==> src/rtl/uart_ctrl_pkg.sv <==
// Shared types and constants for the UART controller blocks.
// The GAP arbiter state is compiled in only when UART_ARB_GAP_EN is defined.
package uart_ctrl_pkg;

    localparam int unsigned UART_BYTE_W       = 8;
    localparam int unsigned GAP_TICKS_DEFAULT = 16;
    localparam int unsigned GAP_CNT_W         = 8;

`ifdef UART_ARB_GAP_EN
    typedef enum logic [2:0] {
        ARB_IDLE,
        ARB_SEND,
        ARB_ISSUE,
        ARB_WAIT_DONE,
        ARB_GAP
    } arb_state_e;
`else
    typedef enum logic [1:0] {
        ARB_IDLE,
        ARB_SEND,
        ARB_ISSUE,
        ARB_WAIT_DONE
    } arb_state_e;
`endif

endpackage

==> src/rtl/rr_arbiter.sv <==
// Combinational round-robin pick: search starts one past last_ptr, wrapping modulo N.
// Shared between the TX arbiter and the RX-side dispatcher.
module rr_arbiter #(
    parameter int unsigned N     = 4,
    parameter int unsigned PTR_W = $clog2(N)
) (
    input  logic [N-1:0]     req,
    input  logic [PTR_W-1:0] last_ptr,
    output logic [N-1:0]     gnt,
    output logic [PTR_W-1:0] idx
);

    logic             found;
    logic [PTR_W-1:0] pos;

    // Explicit modulo keeps the rotation correct when N is not a power of two.
    always_comb begin
        gnt   = '0;
        idx   = '0;
        found = 1'b0;
        pos   = '0;
        for (int unsigned k = 1; k <= N; k++) begin
            pos = PTR_W'((32'(last_ptr) + k) % N);
            if (!found && req[pos]) begin
                found    = 1'b1;
                gnt[pos] = 1'b1;
                idx      = pos;
            end
        end
    end

endmodule

==> src/rtl/uart_tx_arbiter.sv <==
// Packet-level round-robin arbiter sharing one UART transmitter between NUM_REQ requesters.
// Define UART_ARB_GAP_EN to insert GAP_TICKS idle s_tick pulses between packets.
module uart_tx_arbiter
    import uart_ctrl_pkg::*;
#(
    parameter int unsigned NUM_REQ   = 4,
    parameter int unsigned GAP_TICKS = GAP_TICKS_DEFAULT
) (
    input  logic                           clk,
    input  logic                           rst,
    input  logic [NUM_REQ-1:0]             req_valid,
    input  logic [NUM_REQ*UART_BYTE_W-1:0] req_data,
    input  logic [NUM_REQ-1:0]             req_last,
    output logic [NUM_REQ-1:0]             req_ready,
    input  logic                           s_tick,
    output logic                           tx_start,
    output logic [UART_BYTE_W-1:0]         tx_data,
    input  logic                           tx_done,
    output logic [NUM_REQ-1:0]             grant,
    output logic                           arb_busy
);

    localparam int unsigned PTR_W = $clog2(NUM_REQ);

    arb_state_e             state_q, state_d;
    logic [NUM_REQ-1:0]     grant_q, grant_d;
    logic [PTR_W-1:0]       gidx_q, gidx_d;
    logic [PTR_W-1:0]       last_ptr_q, last_ptr_d;
    logic                   last_q, last_d;
    logic [UART_BYTE_W-1:0] tx_data_q, tx_data_d;
    logic                   tx_start_q, tx_start_d;

    logic [NUM_REQ-1:0]     rr_gnt;
    logic [PTR_W-1:0]       rr_idx;
    logic [UART_BYTE_W-1:0] sel_data;
    logic                   sel_last;
    logic                   sel_valid;

    rr_arbiter #(
        .N     (NUM_REQ),
        .PTR_W (PTR_W)
    ) u_rr (
        .req      (req_valid),
        .last_ptr (last_ptr_q),
        .gnt      (rr_gnt),
        .idx      (rr_idx)
    );

    // Byte and last flag of the granted requester.
    always_comb begin
        sel_data = '0;
        sel_last = 1'b0;
        for (int unsigned i = 0; i < NUM_REQ; i++) begin
            if (grant_q[i]) begin
                sel_data = req_data[i*UART_BYTE_W +: UART_BYTE_W];
                sel_last = req_last[i];
            end
        end
    end

    assign sel_valid = req_valid[gidx_q];

`ifdef UART_ARB_GAP_EN
    logic [GAP_CNT_W-1:0] gap_cnt_q, gap_cnt_d;

    always_ff @(posedge clk) begin
        if (rst) begin
            gap_cnt_q <= '0;
        end else begin
            gap_cnt_q <= gap_cnt_d;
        end
    end
`else
    logic unused_gap;
    assign unused_gap = s_tick ^ (GAP_TICKS == 0);
`endif

    always_ff @(posedge clk) begin
        if (rst) begin
            state_q    <= ARB_IDLE;
            grant_q    <= '0;
            gidx_q     <= '0;
            last_ptr_q <= PTR_W'(NUM_REQ - 1);
            last_q     <= 1'b0;
            tx_data_q  <= '0;
            tx_start_q <= 1'b0;
        end else begin
            state_q    <= state_d;
            grant_q    <= grant_d;
            gidx_q     <= gidx_d;
            last_ptr_q <= last_ptr_d;
            last_q     <= last_d;
            tx_data_q  <= tx_data_d;
            tx_start_q <= tx_start_d;
        end
    end

    // Next-state logic; tx_start is set on accept so it is high for the ISSUE cycle.
    always_comb begin
        state_d    = state_q;
        grant_d    = grant_q;
        gidx_d     = gidx_q;
        last_ptr_d = last_ptr_q;
        last_d     = last_q;
        tx_data_d  = tx_data_q;
        tx_start_d = 1'b0;
`ifdef UART_ARB_GAP_EN
        gap_cnt_d  = gap_cnt_q;
`endif
        case (state_q)
            ARB_IDLE: begin
                if (|req_valid) begin
                    grant_d = rr_gnt;
                    gidx_d  = rr_idx;
                    state_d = ARB_SEND;
                end
            end
            ARB_SEND: begin
                if (sel_valid) begin
                    tx_data_d  = sel_data;
                    last_d     = sel_last;
                    tx_start_d = 1'b1;
                    state_d    = ARB_ISSUE;
                end
            end
            ARB_ISSUE: begin
                state_d = ARB_WAIT_DONE;
            end
            ARB_WAIT_DONE: begin
                if (tx_done) begin
                    if (!last_q) begin
                        state_d = ARB_SEND;
                    end else begin
                        last_ptr_d = gidx_q;
                        grant_d    = '0;
`ifdef UART_ARB_GAP_EN
                        gap_cnt_d  = '0;
                        state_d    = ARB_GAP;
`else
                        state_d    = ARB_IDLE;
`endif
                    end
                end
            end
`ifdef UART_ARB_GAP_EN
            ARB_GAP: begin
                if (s_tick) begin
                    if (gap_cnt_q == GAP_CNT_W'(GAP_TICKS - 1)) begin
                        gap_cnt_d = '0;
                        state_d   = ARB_IDLE;
                    end else begin
                        gap_cnt_d = gap_cnt_q + GAP_CNT_W'(1);
                    end
                end
            end
`endif
            default: begin
                state_d = ARB_IDLE;
            end
        endcase
    end

    assign req_ready = (state_q == ARB_SEND) ? (grant_q & req_valid) : '0;
    assign grant     = grant_q;
    assign tx_start  = tx_start_q;
    assign tx_data   = tx_data_q;
    assign arb_busy  = (state_q != ARB_IDLE);

endmodule

==> config.mk <==
export PLATFORM = sky130hd
export DESIGN_NAME = uart_tx_arbiter
export DESIGN_NICKNAME = d
export VERILOG_FILES = /design/src/rtl/uart_ctrl_pkg.sv /design/src/rtl/rr_arbiter.sv /design/src/rtl/uart_tx_arbiter.sv
export SDC_FILE = /design/constraint.sdc
export NUM_CORES = 1
export LEC_CHECK = 0
export CORE_ASPECT_RATIO = 1.75
export CORE_MARGIN = 5
export CORE_UTILIZATION = 43
export CTS_CLUSTER_DIAMETER = 50
export DETAILED_ROUTE_END_ITERATION = 8
export GPL_ROUTABILITY_DRIVEN = 0
export PLACE_DENSITY = 0.91
export RECOVER_POWER = 100
export SYNTH_ARGS = -nofsm -noshare
export SYNTH_HDL_FRONTEND = slang
export SYNTH_SLANG_ARGS = --single-unit
==> constraint.sdc <==
create_clock -name clk -period 2.75 [get_ports clk]
set_input_delay 0.55 -clock clk [delete_from_list [all_inputs] [get_ports clk]]
set_output_delay 0.55 -clock clk [all_outputs]
set_load 0.05 [all_outputs]
# After elaboration in Yosys (flattened, before gate mapping)
# Cells that the tools add are included.
# Widths: inputs -> output; s select.
totals:
  ff_bits: 20
  latch_bits: 0
  ramBits: 0
  out_inout_bits: 18
  mem_bits_ro: 0
  memories: 0
op_classes:
  n_reduce_logical: 20
  shifts: 0
  order_cmp: 9
  add_sub_neg: 4
  n_div: 0
  bitwise_logic: 5
  n_eq_ne: 7
  n_mul: 0
  muxes: 48
ops:
  columns: ["cell", "count"]
  rows:
  - ["$mux 4", 8]
  - ["$mux 8", 4]
  - ["$mux 1", 18]
  - ["$lt 2x3->1 const B", 5]
  - ["$mux 2", 7]
  - ["$or 4x4->4", 3]
  - ["$bmux 1 s2", 5]
  - ["$demux 1 s2", 4]
  - ["$ge 2x1->1 const B", 4]
  - ["$ne 2x2->1 const B", 4]
  - ["$pmux 2 s4", 1]
  - ["$pmux 4 s2", 1]
  - ["$logic_and 1x1->1", 7]
  - ["$reduce_and 3->1", 2]
  - ["$add 2x1->2 const B", 2]
  - ["$add 2x2->2 const B", 2]
  - ["$and 4x4->4", 1]
  - ["$eq 2x2->1 const B", 2]
  - ["$reduce_and 2->1", 2]
  - ["$reduce_and 4->1", 1]
  - ["$reduce_bool 2->1", 2]
  - ["$reduce_or 4->1", 1]
  - ["$logic_not 1->1", 3]
  - ["$eq 2x1->1 const B", 1]
  - ["other kinds (3)", 3]

# Depth between registers and ports, before layout
depth:
  depth_word: 15
  depth_mapped: 8

# Cells and area by module
# From an unflattened synthesis, not the netlist that was laid out.
hier_totals:
  cells_unflattened: 220
  hier_area_um2: 1714.1
modules_own_cells:
  columns: ["mod", "n_inst", "cells_each", "seq_area_each_um2", "area_each_um2"]
  rows:
  - ["uart_tx_arbiter", 1, 152, 400.4, 1168.6]
  - ["rr_arbiter", 1, 68, 0.0, 545.5]

# Worst setup path before layout
# No wires, ideal clock.
synth_timing:
  kind: "flip-flop to flip-flop"
  start: "register last_ptr_q[0]"
  end: "register grant_q[0], in the netlist grant[0]"
  slack_ns: 0.488
  stages_incl_launch_ff: 9
  t_arrival_ns: 2.135
  required_time_ns: 2.623
  synth_period_minus_slack_ns: 2.262
  setup_time_ns: 0.127
  path_cell_list: "dfxtp_1 > buf_6 > inv_1 > ha_1 > mux4_2 > nor2b_4 > a221o_1 > a222oi_1 > nor3_1"
synth_between:
  elab_chain_len: 15
  elab_cells_between_ends: 50
  classes_between: "4 x add/sub; 8 x order compare; 25 x mux; 3 x bitwise; 10 x reduce/logical"
synth_lines:
  columns: ["element", "line", "text"]
  rows:
  - ["start, declared", "uart_tx_arbiter.sv:28", "logic [PTR_W-1:0] last_ptr_q, last_ptr_d;"]
  - ["start signal, assigned", "uart_tx_arbiter.sv:83", "last_ptr_q <= PTR_W'(NUM_REQ - 1);"]
  - ["start signal, assigned", "uart_tx_arbiter.sv:91", "last_ptr_q <= last_ptr_d;"]
  - ["parallel branches: the longest is 12 deep, another holds $lt 2x3->1", null, null]
  - ["$mux 4 (*)", "rr_arbiter.sv:24", "if (!found && req[pos]) begin"]
  - ["$mux 4 (*)", "uart_tx_arbiter.sv:112", "if (|req_valid) begin"]
  - ["$pmux 4 s2 (*)", "uart_tx_arbiter.sv:110", "case (state_q)"]
  - ["end signal, assigned", "uart_tx_arbiter.sv:89", "grant_q <= grant_d;"]
  - ["end, declared", "uart_tx_arbiter.sv:26", "logic [NUM_REQ-1:0] grant_q, grant_d;"]
# Every way passes the cells marked *. The select of a mux whose other input is x is not followed.
# A chain may end at the register's enable or synchronous reset.

# Worst setup path in the final report
layout_timing:
  start: "register state_q[0]"
  end: "output arb_busy"
layout_between:
  elab_chain_len: 1
layout_lines:
  columns: ["element", "line", "text"]
  rows:
  - ["start, declared", "uart_tx_arbiter.sv:25", "arb_state_e state_q, state_d;"]
  - ["start signal, assigned", "uart_tx_arbiter.sv:88", "state_q <= state_d;"]
  - ["$reduce_bool 2->1", "uart_tx_arbiter.sv:167", "assign arb_busy = (state_q != ARB_IDLE);"]
  - ["end, declared", "uart_tx_arbiter.sv:20", "output logic arb_busy"]
# Every way passes these cells.

==> run metrics <==
outcome completed; flop and latch count out of synthesis 20; YS warnings 0; I/O Pins 62; antenna violations before repair 0; clock root cell clkbuf_8; cts bufs inserted 3; Core Box Area 0.00343 mm²; type of origin of the critical path flip-flop; post-synthesis sequential area ratio 0.261; Lkg Pwr 0.000985 µW; post-synthesis to final-layout area growth 50.5%; DR DRC count 0; CTS tree done; most frequent cells in the layout clkdlybuf4s50_1 (38), dfxtp_1 (20), dlygate4sd3_1 (18); first-pass GRT wire length 7550 µm; syn nets 233; initial core utilization 0.447; Final min period 2.56 ns; clk slew on worst S/H paths 0.08 ns; most common cell after layout, fill and taps aside clkdlybuf4s50_1; Site Rows 28; ranking of synthesized cells by area dfxtp_1 (26%), ha_1 (9.0%), a221oi_1 (5.7%), nor2b_1 (5.7%), nor3_1 (5.2%); Sw Share 0.452; diodes inserted 0; count of cell types in the netlist 36; Max FO, Critical Path 5; CTS HTree Levels 1; Cell Int Power 934 µW; Sequential Power Share 0.246; Slew @ Worst Pin 0.749 ns; Synth area leader dfxtp_1; HP Class reg -> reg; Nets 296; via count 1,700; Layout Skew 0.000946 ns; final max-slew violation count 0; WP data arrival 2.01 ns; GRT Resource Usage Total 0.205; chip width 55.2 µm; Finished Layout Cells 285; worst skew pair latency 0.26 ns; fmax 0.391 GHz; Final setup viols 0; placed cells 281; Max clock buf depth 2; port bufs 60; Syn Area/Cell 8.62 µm²; Final Hold Fails 0; Yosys top cell area share 0.261; cells after synthesis 178; Mapped Area 0.00154 mm²; HPWL Detailed 3850 µm; Post-CTS Hold Fix Bufs 0; Setup CP Type reg -> out; post-DR vias/cell 5.96; RSZ-0062 raised after global routing false; pwr dens 737 mW/mm²; Comb pwr share 0.579; Final Core Density 0.673; peak supply drop 0.445 mV; Critical Path RT 2.20 ns; share of layout cells above drive strength 1 0.0875; Synth Flop Type dfxtp_1; largest net degree at the start of global routing 22; GRT overflow 0; Worst Setup SP state_q[0]; Clock Sinks 20; Rel. slew slack 0.499; Max-Cap Viols 0; vias in the first global route 1,702; HP Start tx_data[6]; asr flop ratio synth 0; Clk pwr share 0.175; number of synthesized flops with an enable pin 0; Iter 0 DRT Violations 64; final cycle utilization of the critical path 0.931; post-cts gate resize count 0; Worst setup EP type primary output; RR Startpoint last_ptr_q[1]; Setup TNS 0 ns; switching power 769 µW; Avg WL per Cell 17.6 µm; Detail Route Antenna Nets 0; WL final 5010 µm; drt first pass iters 4; Total Die Area 0.00491 mm²; Post-CTS Repair Setup Buffers 0; chip height 89.0 µm
power by group through the flow:
| stage | Sequential, µW | Combinational [µW] | Clock [µW] |
|---|---|---|---|
| after floorplan | 594 | 509 | 0 |
| after global placement | 421 | 970 | 0 |
| after detailed placement | 426 | 1000 | 0 |
| after CTS | 420 | 1010 | 298 |
| after global routing | 428 | 1080 | 310 |
| final | 419 | 986 | 298 |
flip-flops by register name (all words and copies together), names as in the netlist:
name        cells
gidx_q          2
grant           4
last_ptr_q      2
last_q          1
state_q         2
tx_data         8
tx_start        1
Yosys cell counts (5+ instances only):
cell type	n
a211oi_1	9
a21oi_1	15
a221oi_1	10
clkbuf_1	6
dfxtp_1	20
ha_1	11
inv_1	9
mux2i_1	5
nor2_1	14
nor2b_1	14
nor3_1	16
cells by family after synthesis:
family	synth area share
AND/OR/NAND/NOR	0.223
buffers and inverters	0.0603
flip-flops	0.261
adder cells (fa/ha/maj)	0.0896
multiplexers	0.111
AO/OA/AOI/OAI	0.255
final timing paths:
kind / cells past startpoint / slack [ns] / endpoint
worst min-delay path: 2 / 0.50 / tx_data[6]
worst max register to register: 7 / 0.48 / gidx_q[0]
worst max-delay path: 4 / 0.19 / arb_busy
worst min register to register: 2 / 0.50 / tx_data[6]
critical path, cell delays in order (launching register included):
cell and delay [ns]:
dfxtp_1 0.42, inv_1 0.07, ha_1 0.25, inv_1 0.13, dlygate4sd3_1 0.89
through the flow:
stage / worst slack [ns] / power [µW] / area [µm²] / hold WS (ns)
5_1_grt: 0.147 / 1820 / 2310 / 0.544
4_1_cts: 0.269 / 1730 / 2320 / 0.513
3_3_place_gp: 0.260 / 1390 / 2250 / 0.487
6_report: 0.190 / 1700 / 2310 / 0.502
2_1_floorplan: 0.488 / 1100 / 1540 / 0.472
3_5_place_dp: 0.196 / 1430 / 2250 / 0.491
per-layer routing:
metal  wire length (µm)  track usage
met1               1780        0.189
met2               2620        0.409
met3                466       0.0384
met4                134       0.0796
met5                  0            0
layout make-up:
cell class	count	area, µm²
Sequential cell	20	400
Timing Repair Buffer	70	708
Fill cell	263	1120
Inverter	9	33.8
Tap cell	45	56.3
Clock buffer	3	41.3
Multi-Input combinational cell	137	1040
Clock inverter	1	30.0
Power figures use the tool's default switching activity.
